[src/rtl/md5_range_pkg.sv]
// Shared types and helpers for the MD5 candidate range counter.
// Holds the FSM encoding, the lane-count legality check and the per-lane mask rule.
package md5_range_pkg;

    typedef enum logic [1:0] {
        IDLE = 2'd0,
        RUN  = 2'd1,
        STEP = 2'd2,
        DONE = 2'd3
    } state_e;

    localparam int MAX_LANES = 64;

    function automatic bit lanes_legal(input int n);
        return (n >= 1) && (n <= MAX_LANES) && ((n & (n - 1)) == 0);
    endfunction

    // Lane i carries base+i, so it is live exactly when i <= end-base.
    function automatic logic lane_on(input int unsigned lane, input logic [63:0] rem);
        return 64'(lane) <= rem;
    endfunction

endpackage

[src/rtl/md5_range_counter_lane_mask.sv]
// Combinational remainder -> per-lane mask and last-beat flag.
// Reusable by any scheduler that walks a range LANES candidates at a time.
module md5_lane_mask
    import md5_range_pkg::*;
#(
    parameter int WIDTH = 29,
    parameter int LANES = 4
) (
    input  logic [WIDTH:0]   rem,
    output logic [LANES-1:0] mask,
    output logic             last
);

    always_comb begin
        mask = '0;
        last = rem < (WIDTH + 1)'(LANES);
        for (int i = 0; i < LANES; i++) begin
            mask[i] = lane_on(i, 64'(rem));
        end
    end

endmodule

[src/rtl/md5_range_counter.sv]
// Range candidate generator feeding LANES MD5 cores per accepted beat.
// Optional checkpoint on abort: define MD5_RANGE_CKPT_EN to add ckpt_base/ckpt_valid.
module md5_range_counter
    import md5_range_pkg::*;
#(
    parameter int WIDTH = 29,
    parameter int LANES = 4
) (
    input  logic             CLK,
    input  logic             reset,
    input  logic             load,
    input  logic [WIDTH-1:0] start_in,
    input  logic [WIDTH-1:0] end_in,
    input  logic             enable,
    input  logic             step,
    input  logic             abort,
    input  logic             out_ready,
    output logic             out_valid,
    output logic [WIDTH-1:0] out_base,
    output logic [LANES-1:0] out_mask,
    output logic             running,
    output logic             done,
    output logic             aborted,
    output logic             range_err
`ifdef MD5_RANGE_CKPT_EN
    ,
    output logic [WIDTH-1:0] ckpt_base,
    output logic             ckpt_valid
`endif
);

    if (!lanes_legal(LANES)) begin : g_bad_lanes
        $error("md5_range_counter: LANES must be a power of two in 1..64");
    end

    state_e           state_q, state_d;
    logic [WIDTH-1:0] base_q, base_d;
    logic [WIDTH-1:0] end_q, end_d;
    logic             done_q, done_d;
    logic             aborted_q, aborted_d;
    logic             range_err_q, range_err_d;

    logic [WIDTH:0]   rem;
    logic [LANES-1:0] lane_mask;
    logic             last_beat;
    logic             accept;

    // Extra bit keeps end-base from wrapping; base never passes end while valid.
    assign rem = {1'b0, end_q} - {1'b0, base_q};

    md5_lane_mask #(.WIDTH(WIDTH), .LANES(LANES)) u_lane_mask (
        .rem  (rem),
        .mask (lane_mask),
        .last (last_beat)
    );

    // Handshake: a beat transfers on a cycle where out_valid && out_ready.
    // An unaccepted beat keeps out_base/out_mask stable until taken, aborted,
    // or withdrawn by enable dropping in RUN.
    assign out_valid = (state_q == RUN) || (state_q == STEP);
    assign accept    = out_valid && out_ready;
    assign out_base  = base_q;
    assign out_mask  = out_valid ? lane_mask : '0;
    assign running   = (state_q == RUN);
    assign done      = done_q;
    assign aborted   = aborted_q;
    assign range_err = range_err_q;

    always_comb begin
        state_d     = state_q;
        base_d      = base_q;
        end_d       = end_q;
        done_d      = done_q;
        aborted_d   = aborted_q;
        range_err_d = range_err_q;
        if (load) begin
            base_d    = start_in;
            end_d     = end_in;
            aborted_d = 1'b0;
            if (end_in < start_in) begin
                state_d     = DONE;
                range_err_d = 1'b1;
                done_d      = 1'b1;
            end else begin
                state_d     = IDLE;
                range_err_d = 1'b0;
                done_d      = 1'b0;
            end
        end else if (abort && (state_q != DONE)) begin
            state_d   = DONE;
            done_d    = 1'b1;
            aborted_d = 1'b1;
        end else begin
            case (state_q)
                IDLE: begin
                    if (enable)    state_d = RUN;
                    else if (step) state_d = STEP;
                end
                RUN, STEP: begin
                    if (accept && last_beat) begin
                        // Last beat leaves base alone so a range ending at the top never wraps.
                        state_d = DONE;
                        done_d  = 1'b1;
                    end else begin
                        if (accept) base_d = base_q + WIDTH'(LANES);
                        if ((state_q == STEP) ? accept : !enable) state_d = IDLE;
                    end
                end
                default: state_d = state_q;
            endcase
        end
    end

    always_ff @(posedge CLK) begin
        if (reset) begin
            state_q     <= IDLE;
            base_q      <= '0;
            end_q       <= '0;
            done_q      <= 1'b0;
            aborted_q   <= 1'b0;
            range_err_q <= 1'b0;
        end else begin
            state_q     <= state_d;
            base_q      <= base_d;
            end_q       <= end_d;
            done_q      <= done_d;
            aborted_q   <= aborted_d;
            range_err_q <= range_err_d;
        end
    end

`ifdef MD5_RANGE_CKPT_EN
    logic [WIDTH-1:0] ckpt_base_q, ckpt_base_d;
    logic             ckpt_valid_q, ckpt_valid_d;

    always_comb begin
        ckpt_base_d  = ckpt_base_q;
        ckpt_valid_d = ckpt_valid_q;
        if (load) begin
            ckpt_base_d  = '0;
            ckpt_valid_d = 1'b0;
        end else if (abort && (state_q != DONE)) begin
            ckpt_base_d  = base_q;
            ckpt_valid_d = 1'b1;
        end
    end

    always_ff @(posedge CLK) begin
        if (reset) begin
            ckpt_base_q  <= '0;
            ckpt_valid_q <= 1'b0;
        end else begin
            ckpt_base_q  <= ckpt_base_d;
            ckpt_valid_q <= ckpt_valid_d;
        end
    end

    assign ckpt_base  = ckpt_base_q;
    assign ckpt_valid = ckpt_valid_q;
`endif

endmodule

[config.mk]
export PLATFORM = sky130hd
export DESIGN_NAME = md5_range_counter
export DESIGN_NICKNAME = d
export VERILOG_FILES = /design/src/rtl/md5_range_pkg.sv /design/src/rtl/md5_range_counter_lane_mask.sv /design/src/rtl/md5_range_counter.sv
export SDC_FILE = /design/constraint.sdc
export NUM_CORES = 1
export LEC_CHECK = 0
export ABC_AREA = 0
export ABC_CLOCK_PERIOD_IN_PS = 5200
export BUFFER_PORTS_ARGS = -buffer_cell sky130_fd_sc_hd__buf_2
export CORE_ASPECT_RATIO = 1.1
export CORE_MARGIN = 5
export CORE_UTILIZATION = 58
export CTS_CLUSTER_DIAMETER = 80
export CTS_CLUSTER_SIZE = 28
export DETAILED_ROUTE_END_ITERATION = 12
export HOLD_SLACK_MARGIN = 0.05
export PLACE_DENSITY = 0.82
export SETUP_SLACK_MARGIN = 0.3
export SLEW_MARGIN = 40
export SYNTH_ARGS = -nofsm -noshare
export SYNTH_HDL_FRONTEND = slang
export SYNTH_SLANG_ARGS = --single-unit
[constraint.sdc]
create_clock -name CLK -period 5.2 [get_ports CLK]
set_input_delay 1.04 -clock CLK [delete_from_list [all_inputs] [get_ports CLK]]
set_output_delay 1.04 -clock CLK [all_outputs]
set_load 0.005 [all_outputs]
Word level (Yosys, flattened, before mapping)
Cells that the tools add are included.
Cells by class
  reductions and logical operators: 16
  magnitude comparators: 5
  equality and inequality tests: 7
  add/sub/neg operators: 2
  mux-type cells: 20
Operators by type and width (number)
  2-to-1 mux 29 bit: 5
  <= comparator 2 x 30 -> 1 bit (first input constant): 2
  <= comparator 1 x 30 -> 1 bit (first input constant): 1
  < comparator 30 x 3 -> 1 bit (second input constant): 1
  subtractor 29 x 29 -> 30 bit: 1
  adder 29 x 3 -> 29 bit (second input constant): 1
  < comparator 29 bit: 1
  2-to-1 mux 2 bit: 7
  inequality test 5 bit (second input constant): 2
  2-to-1 mux 1 bit: 6
  inequality test 2 bit (second input constant): 3
  nonzero test 3 bit: 2
  2-to-1 mux 4 bit: 1
  one-hot mux 2 bit (2 select lines): 1
  AND reduction 4 bit: 1
  nonzero test 2 bit: 2
  nonzero test 4 bit: 1
  OR reduction 2 bit: 2
  logical AND 1 bit: 3
  AND reduction 3 bit: 1
  == test 2 x 1 -> 1 bit (second input constant): 1
  == test 2 bit (second input constant): 1
  logical NOT 2 bit: 1
  AND reduction 2 bit: 1
  2 further kinds: 2
Word-level totals
  input port bits: 65
  output and inout port bits: 38
  word-level logic and storage cells: 56
  flip-flop bits (word level): 63

Longest topological paths before layout
Gate-level depths: netlist (run 1).
  word-level depth: 9
  depth in mapped cells: 15
  depth with buffers taken out: 14

Modules after synthesis
Synthesis (run 1) repeated with hierarchy kept, for this count alone.
Unflattened totals
  cell total of the unflattened synthesis: 677
  area total of the unflattened synthesis: 5325.1 sq um
Modules (own cells, without submodules)
  md5_range_counter: instances 1, cells each 659, area an instance 5207.5 sq um, sequential area each 1261.2 sq um
  md5_lane_mask: instances 1, cells each 18, area an instance 117.6 sq um, sequential area each 0.0 sq um

Worst setup path before layout (run 1)
No wires, ideal clock.
  path kind: register to output
  start point: register end_q[0]
  end point: output out_mask[1]
  stages on the path, launching flop included: 15
  arrival time: 3.174 ns
  data required time: 4.160 ns
  setup slack: 0.986 ns
  path buffers: 1
  cell sequence: dfxtp_1 inv_1 ha_1 fa_1 nand2b_1 a21o_1 a211oi_1 nor2_1 o21bai_1 mux2i_1 nand3_1 or4_1 nor3b_2 buf_2 a31oi_1
On the way
  cells in the longest elaborated chain, start to end: 3
Ends and longest elaborated chain
  start: declaration: line md5_range_counter.sv:38  | logic [WIDTH-1:0] end_q, end_d;
  start signal: assignment: line md5_range_counter.sv:125  | end_q <= end_d;
  subtractor 29 x 29 -> 30 bit: line md5_range_counter.sv:49  | assign rem = {1'b0, end_q} - {1'b0, base_q};
  <= comparator 1 x 30 -> 1 bit: line md5_range_pkg.sv:20  | return 64'(lane) <= rem;
  2-to-1 mux 4 bit: line md5_range_counter.sv:63  | assign out_mask = out_valid ? lane_mask : '0;
  end: declaration: line md5_range_counter.sv:20  | output logic [LANES-1:0] out_mask,
No other way between the ends.

Final worst setup path (run 1)
  start point: register base_q[4] (netlist: out_base[4])
  end point: output out_mask[1]
On the way
  cells in the longest elaborated chain, start to end: 3
Ends and longest elaborated chain
  start: declaration: line md5_range_counter.sv:37  | logic [WIDTH-1:0] base_q, base_d;
  start signal: assignment: line md5_range_counter.sv:124  | base_q <= base_d;
  subtractor 29 x 29 -> 30 bit: line md5_range_counter.sv:49
  <= comparator 1 x 30 -> 1 bit: line md5_range_pkg.sv:20
  2-to-1 mux 4 bit: line md5_range_counter.sv:63
No other way between the ends.

==> flow_summary.ini, run 1 <==
[worst_setup_path]
critPathKind = reg -> out
crit_end = out_mask[1]
endpoint_kind = output port
arrival_ns = 3.69
r2r-end = out_base[8]
start_kind = flip-flop
worstSetupStartpoint = out_base[4]
required_ns = 4.16
reg2reg_from = out_base[4]
reg2reg_setup_slack_ns = 1.14
reg2regPathDepth = 12
crit_fanout = 9

[power_and_ir_drop]
switching_share_pct = 37.7
p_switching_uw = 625
p_clk_share_pct = 26.3
p_int_mw = 1.03
pwr_density_cell_nw_per_um2 = 253
power_frac_seq_pct = 33.0
p_leak_nw = 3.04
peakVddDrop_v = 0.000222
p_comb_share_pct = 40.6

[timing]
rsz0062_at_grt = false
setup_ws_ns = 0.469
tns_ns = 0
hold_viol_final = 0
finalCriticalPeriod_ns = 4.73
skew_ns = 0.0182
fmax_ghz = 0.211
slew_headroom_pct = 43.8
setup_viol = 0
worst_slew_pin_slew_ns = 0.840
period_share_pct = 91.0
final_max_slew_viol_count = 0

[floorplanning]
row_count = 38
ios = 103
die_h_um = 114
dieArea_um2 = 12000
floorplan.initialDensity_pct = 58.8
core-area_um2 = 9790
die_w_um = 105

[placement]
post-place-cells = 959
dp_slack_ns = 0.593
place_hpwl_mm = 14.0
routabilityCongestion = 1.00
portBuffers = 102

[synth]
yosys-top-cells-count = nor2_1 (83), inv_1 (71), dfxtp_1 (63), ha_1 (63), a21oi_1 (62)
synthCells = 769
synth-seq-cells = 63
async_reset_ff_share_pct = 0
avgSynthCellArea_um2 = 7.48
yosysWarnings = 0
yosysTopAreaCellShare_pct = 21.9
synth_area_leaders = dfxtp_1 (22%), ha_1 (14%), mux2i_1 (5.7%)
yosysMostFrequentCell = nor2_1
syn_area_um2 = 5760
synth_edf_count = 0
synth_fp_nets = 898
synth-main-ff-cell = dfxtp_1
synth_top_cell_by_area = dfxtp_1
ys_types = 67
yosysSeqAreaShare_pct = 21.9

[layout]
n_fill_cell = 847
instances_no_fill = 975
nets = 980
syn_to_final_growth_pct = 14.0
drive_gt1_share_pct = 18.0
antenna_cells = 0
regArea_um2 = 1260
multiInputGateArea_um2 = 4140

[detailed_routing]
dr.first_iter.drc_count = 433
drc = 0
vias = 6112
antenna_left = 0
dr.pass1.iters = 6
wl_per_cell_um = 18.2
wl_mm = 17.8
post_drt_via_cell_ratio = 6.27

[global_routing]
grt_pass1_vias = 5863
grt_util_all_layers_pct = 28.8
gr-total-overflow = 0
grt_max_degree = 57
grt_pass1_wl_mm = 28.7
antenna_found_initial = 0

[clocking]
cts_made_buffers = 9
clk_path_buf_depth = 2
cts.sinks = 63
clk_latency_ns = 0.36
cts_tree = built
htreeDepth = 3
clk_pin_slew_ns = 0.07
cts_root_buffer = clkbuf_8

[run_status]
status = finished, final reports clean

[hold_path]
hold_depth = 1
hp-class = reg -> reg

[job]
drv_cap = 0
==> cell type report <==
| class | instances | share of cell area [%] |
|---|---|---|
| clock buffer | 12 | 2.37 |
| clock inverter | 3 | 0.648 |
| inverter | 71 | 4.06 |
| multi-input combinational | 600 | 63.2 |
| sequential | 63 | 19.2 |
| tap | 120 | 2.29 |
| timing repair buffer | 106 | 8.24 |
==> layout by cell type, fill, tap and decap left out, types with 6 or more instances in the layout <==
cell type,synthesis,routed
clkbuf_8,0,11
o21ai_1,12,13
nor3_1,24,24
o21ai_0,29,27
nand4_1,17,17
o31ai_1,7,7
nand2_1,56,56
nor2b_1,9,9
o21a_1,7,7
mux2i_1,33,33
dfxtp_1,63,63
o311ai_0,11,11
nand2b_1,13,13
ha_1,63,60
buf_2,7,102
a21o_1,16,16
nand3_1,23,23
xnor2_1,10,10
inv_1,71,71
a21oi_1,62,58
o311ai_1,6,6
or3_1,9,9
and3_1,8,8
a31oi_1,9,9
nor2_1,83,82
nor4_1,8,6
==> through the flow <==
| step | power, mW | utilization [%] | area (um2) | hold slack, ns |
|---|---|---|---|---|
| 2_1_floorplan | 1.02 | - | 5760 | 0.451 |
| 3_3_place_gp | 1.18 | 64.1 | 6280 | 0.438 |
| 3_5_place_dp | 1.20 | 64.2 | 6280 | 0.453 |
| 4_1_cts | 1.63 | 66.2 | 6490 | 0.472 |
| 5_1_grt | 1.76 | 67.0 | 6560 | 0.485 |
| 6_report | 1.66 | 67.0 | 6560 | 0.476 |
==> flip-flops by register name, indices dropped and copies added (netlist names) <==
signal and flops:
aborted 1, done 1, end_q 29, out_base 29
range_err 1, state_q 2
==> worst min-delay path by stage <==
stage,end,start
after CTS,range_err,range_err
after detailed placement,range_err,range_err
after global placement,range_err,range_err
after floorplan,range_err,range_err
after global routing,range_err,range_err
final,range_err,range_err
==> layer usage <==
| metal | track usage, % | part of all wire (%) |
|---|---|---|
| met5 | 0 | 0 |
| met4 | 10.7 | 2.8 |
| met3 | 5.25 | 8.4 |
| met2 | 44.9 | 46 |
| met1 | 39.8 | 43 |
==> critical path, stage by stage (launching register included) <==
cell and delay [ns]:
dfxtp_1 0.44, inv_1 0.12, ha_1 0.45, o211a_1 0.20, o31a_1 0.19, o21ai_2 0.10, o21a_1 0.20, o21ba_2 0.23
and3_1 0.14, a2111oi_0 0.52, nand3_1 0.21, nor3b_4 0.28, a31oi_1 0.12, buf_2 0.14
==> cell families after synthesis <==
group / count (synthesis) / synth area share (%)
multiplexers: 36 / 6.33
buffers and inverters: 106 / 7.39
adder cells (fa/ha/maj): 64 / 14.0
AO/OA/AOI/OAI: 210 / 24.4
AND/OR/NAND/NOR: 276 / 23.8
XOR/XNOR: 14 / 2.13
flip-flops: 63 / 21.9
==> repair_timing <==
action	in CTS	in global routing
pin swaps	0	2
hold buffers	0	0
buffers inserted	0	1
gates resized for setup	2	17
setup endpoints to repair	3	3
==> power by group through the flow <==
| stage | clock network [mW] | registers [mW] | logic [mW] |
|---|---|---|---|
| floorplan | 0 | 0.553 | 0.464 |
| global placement | 0 | 0.555 | 0.626 |
| detailed placement | 0 | 0.558 | 0.641 |
| CTS | 0.440 | 0.547 | 0.648 |
| global route | 0.466 | 0.552 | 0.743 |
| finish | 0.437 | 0.548 | 0.675 |
Note: power is estimated with default switching activity, not from simulation.
==> inputs of run 2 (changes only) <==
==> constraint.sdc (replaced) <==
create_clock -name CLK -period 5.2 [get_ports CLK]
set_input_delay 1.04 -clock CLK [delete_from_list [all_inputs] [get_ports CLK]]
set_output_delay 1.04 -clock CLK [all_outputs]
set_load 0.05 [all_outputs]
==> flow_summary.ini, run 2 (synthesis results as in run 1) <==
[hold_path]
hold_depth = 1
hp-class = reg -> reg

[job]
drv_cap = 0

[placement]
post-place-cells = 958
routabilityCongestion = 0.911
place_hpwl_mm = 14.0
portBuffers = 102

[clocking]
cts_root_buffer = clkbuf_8
hold_buffers = 0
cts_made_buffers = 9
clk_latency_ns = 0.37
clk_pin_slew_ns = 0.08
clk_path_buf_depth = 2
htreeDepth = 3
cts_tree = built
cts.sinks = 63

[timing]
final_max_slew_viol_count = 0
period_share_pct = 90.6
rsz0062_at_grt = false
skew_ns = 0.0104
worst_slew_pin_slew_ns = 0.699
slew_headroom_pct = 53.3
tns_ns = 0
fmax_ghz = 0.212
setup_viol = 0
finalCriticalPeriod_ns = 4.71
hold_viol_final = 0

[layout]
layout_common_cells = buf_2 (100), nor2_1 (80), inv_1 (71)
nets = 980
instances_no_fill = 976
n_fill_cell = 813
drive_gt1_share_pct = 19.9
layout_commonest_cell = buf_2
syn_to_final_growth_pct = 15.5
regArea_um2 = 1260
multiInputGateArea_um2 = 4190
antenna_cells = 0

[detailed_routing]
post_drt_via_cell_ratio = 6.34
dr.pass1.iters = 5
wl_per_cell_um = 18.3
antenna_left = 0
wl_mm = 17.9
dr.first_iter.drc_count = 421
vias = 6187
drc = 0

[power_and_ir_drop]
p_int_mw = 1.07
p_comb_share_pct = 42.8
switching_share_pct = 41.8
p_leak_nw = 3.05
power_frac_seq_pct = 29.7
p_clk_share_pct = 27.6
peakVddDrop_v = 0.000221
p_total_mw = 1.85
pwr_density_cell_nw_per_um2 = 278
p_switching_uw = 772

[worst_setup_path]
critPathKind = reg -> out
arrival_ns = 3.67
reg2regPathDepth = 13
crit_fanout = 6
start_kind = flip-flop
endpoint_kind = output port
required_ns = 4.16

[global_routing]
gr-total-overflow = 0
antenna_found_initial = 0
grt_max_degree = 57
grt_pass1_wl_mm = 29.0
grt_pass1_vias = 6033
grt_util_all_layers_pct = 29.2

[floorplanning]
die_h_um = 114
core-area_um2 = 9790
dieArea_um2 = 12000
die_w_um = 105
row_count = 38
ios = 103
floorplan.initialDensity_pct = 58.8

[run_status]
status = finished, final reports clean
==> run 2: changes by cell type in the layout (fill, tap and decap cells not counted), moves of 2 or more <==
cell / change
ha_1: -4
ha_2: +3
o21ai_0: -3
a21oi_1: -2
a21oi_2: +2
buf_2: -2
clkbuf_8: -2
dfxtp_1: -2
dfxtp_2: +2
nor2_1: -2
nor2_2: +2
o21ai_1: +2
==> run 2: area by class of cell <==
class	instances	area share (%)
tap	120	2.26
multi-input combinational	600	63.0
clock inverter	7	1.56
sequential	63	19.0
timing repair buffer	106	8.26
inverter	71	4.01
clock buffer	9	1.86
==> run 2: critical path, cell delays in order, from the launching register on <==
cell,delay [ns]
dfxtp_1,0.38
inv_1,0.12
ha_1,0.41
a21oi_1,0.29
o21a_1,0.21
nor2b_1,0.05
o31ai_1,0.40
a31oi_1,0.13
nand4b_1,0.20
nor4_2,0.32
nand3_1,0.17
nor3b_4,0.29
a21oi_1,0.11
buf_2,0.22
==> run 2: what timing repair did <==
item	4_1_cts	5_1_grt
endpoints found under the setup margin	3	3
buffers inserted	0	2
gates resized for setup	5	33
pin swaps	0	9
==> run 2: power by group through the flow <==
stage | sequential [mW] | combinational [mW] | clock (mW)
floorplan | 0.615 | 0.504 | 0
global placement | 0.555 | 0.728 | 0
detailed placement | 0.557 | 0.741 | 0
CTS | 0.546 | 0.752 | 0.507
global route | 0.552 | 0.862 | 0.529
finish | 0.548 | 0.790 | 0.509
==> run 2: worst paths after layout <==
path / startpoint / end / slack, ns
worst min-delay path: range_err / range_err / 0.47
worst max register to register: out_base[5] / out_base[16] / 1.09
worst min register to register: range_err / range_err / 0.47
worst max-delay path: out_base[20] / out_mask[3] / 0.49
==> run 2: layer usage <==
layer	vias to the layer above	GRT usage, %	share of wire [%]
li1	2971	-	-
met4	0	12.6	4.5
met5	-	0	0
met2	263	51.7	49
met3	59	5.25	6.7
met1	2894	34.5	40
==> run 2: stage by stage <==
stage          hold WS [ns]  utilization (%)  worst slack [ns]  instance area [um2]
5_1_grt               0.495             67.9             0.254                 6650
3_5_place_dp          0.446             64.1             0.615                 6280
4_1_cts               0.464             66.6             0.322                 6530
2_1_floorplan         0.460                -             0.369                 5760
6_report              0.468             67.9             0.489                 6650
3_3_place_gp          0.444             64.1             0.742                 6280
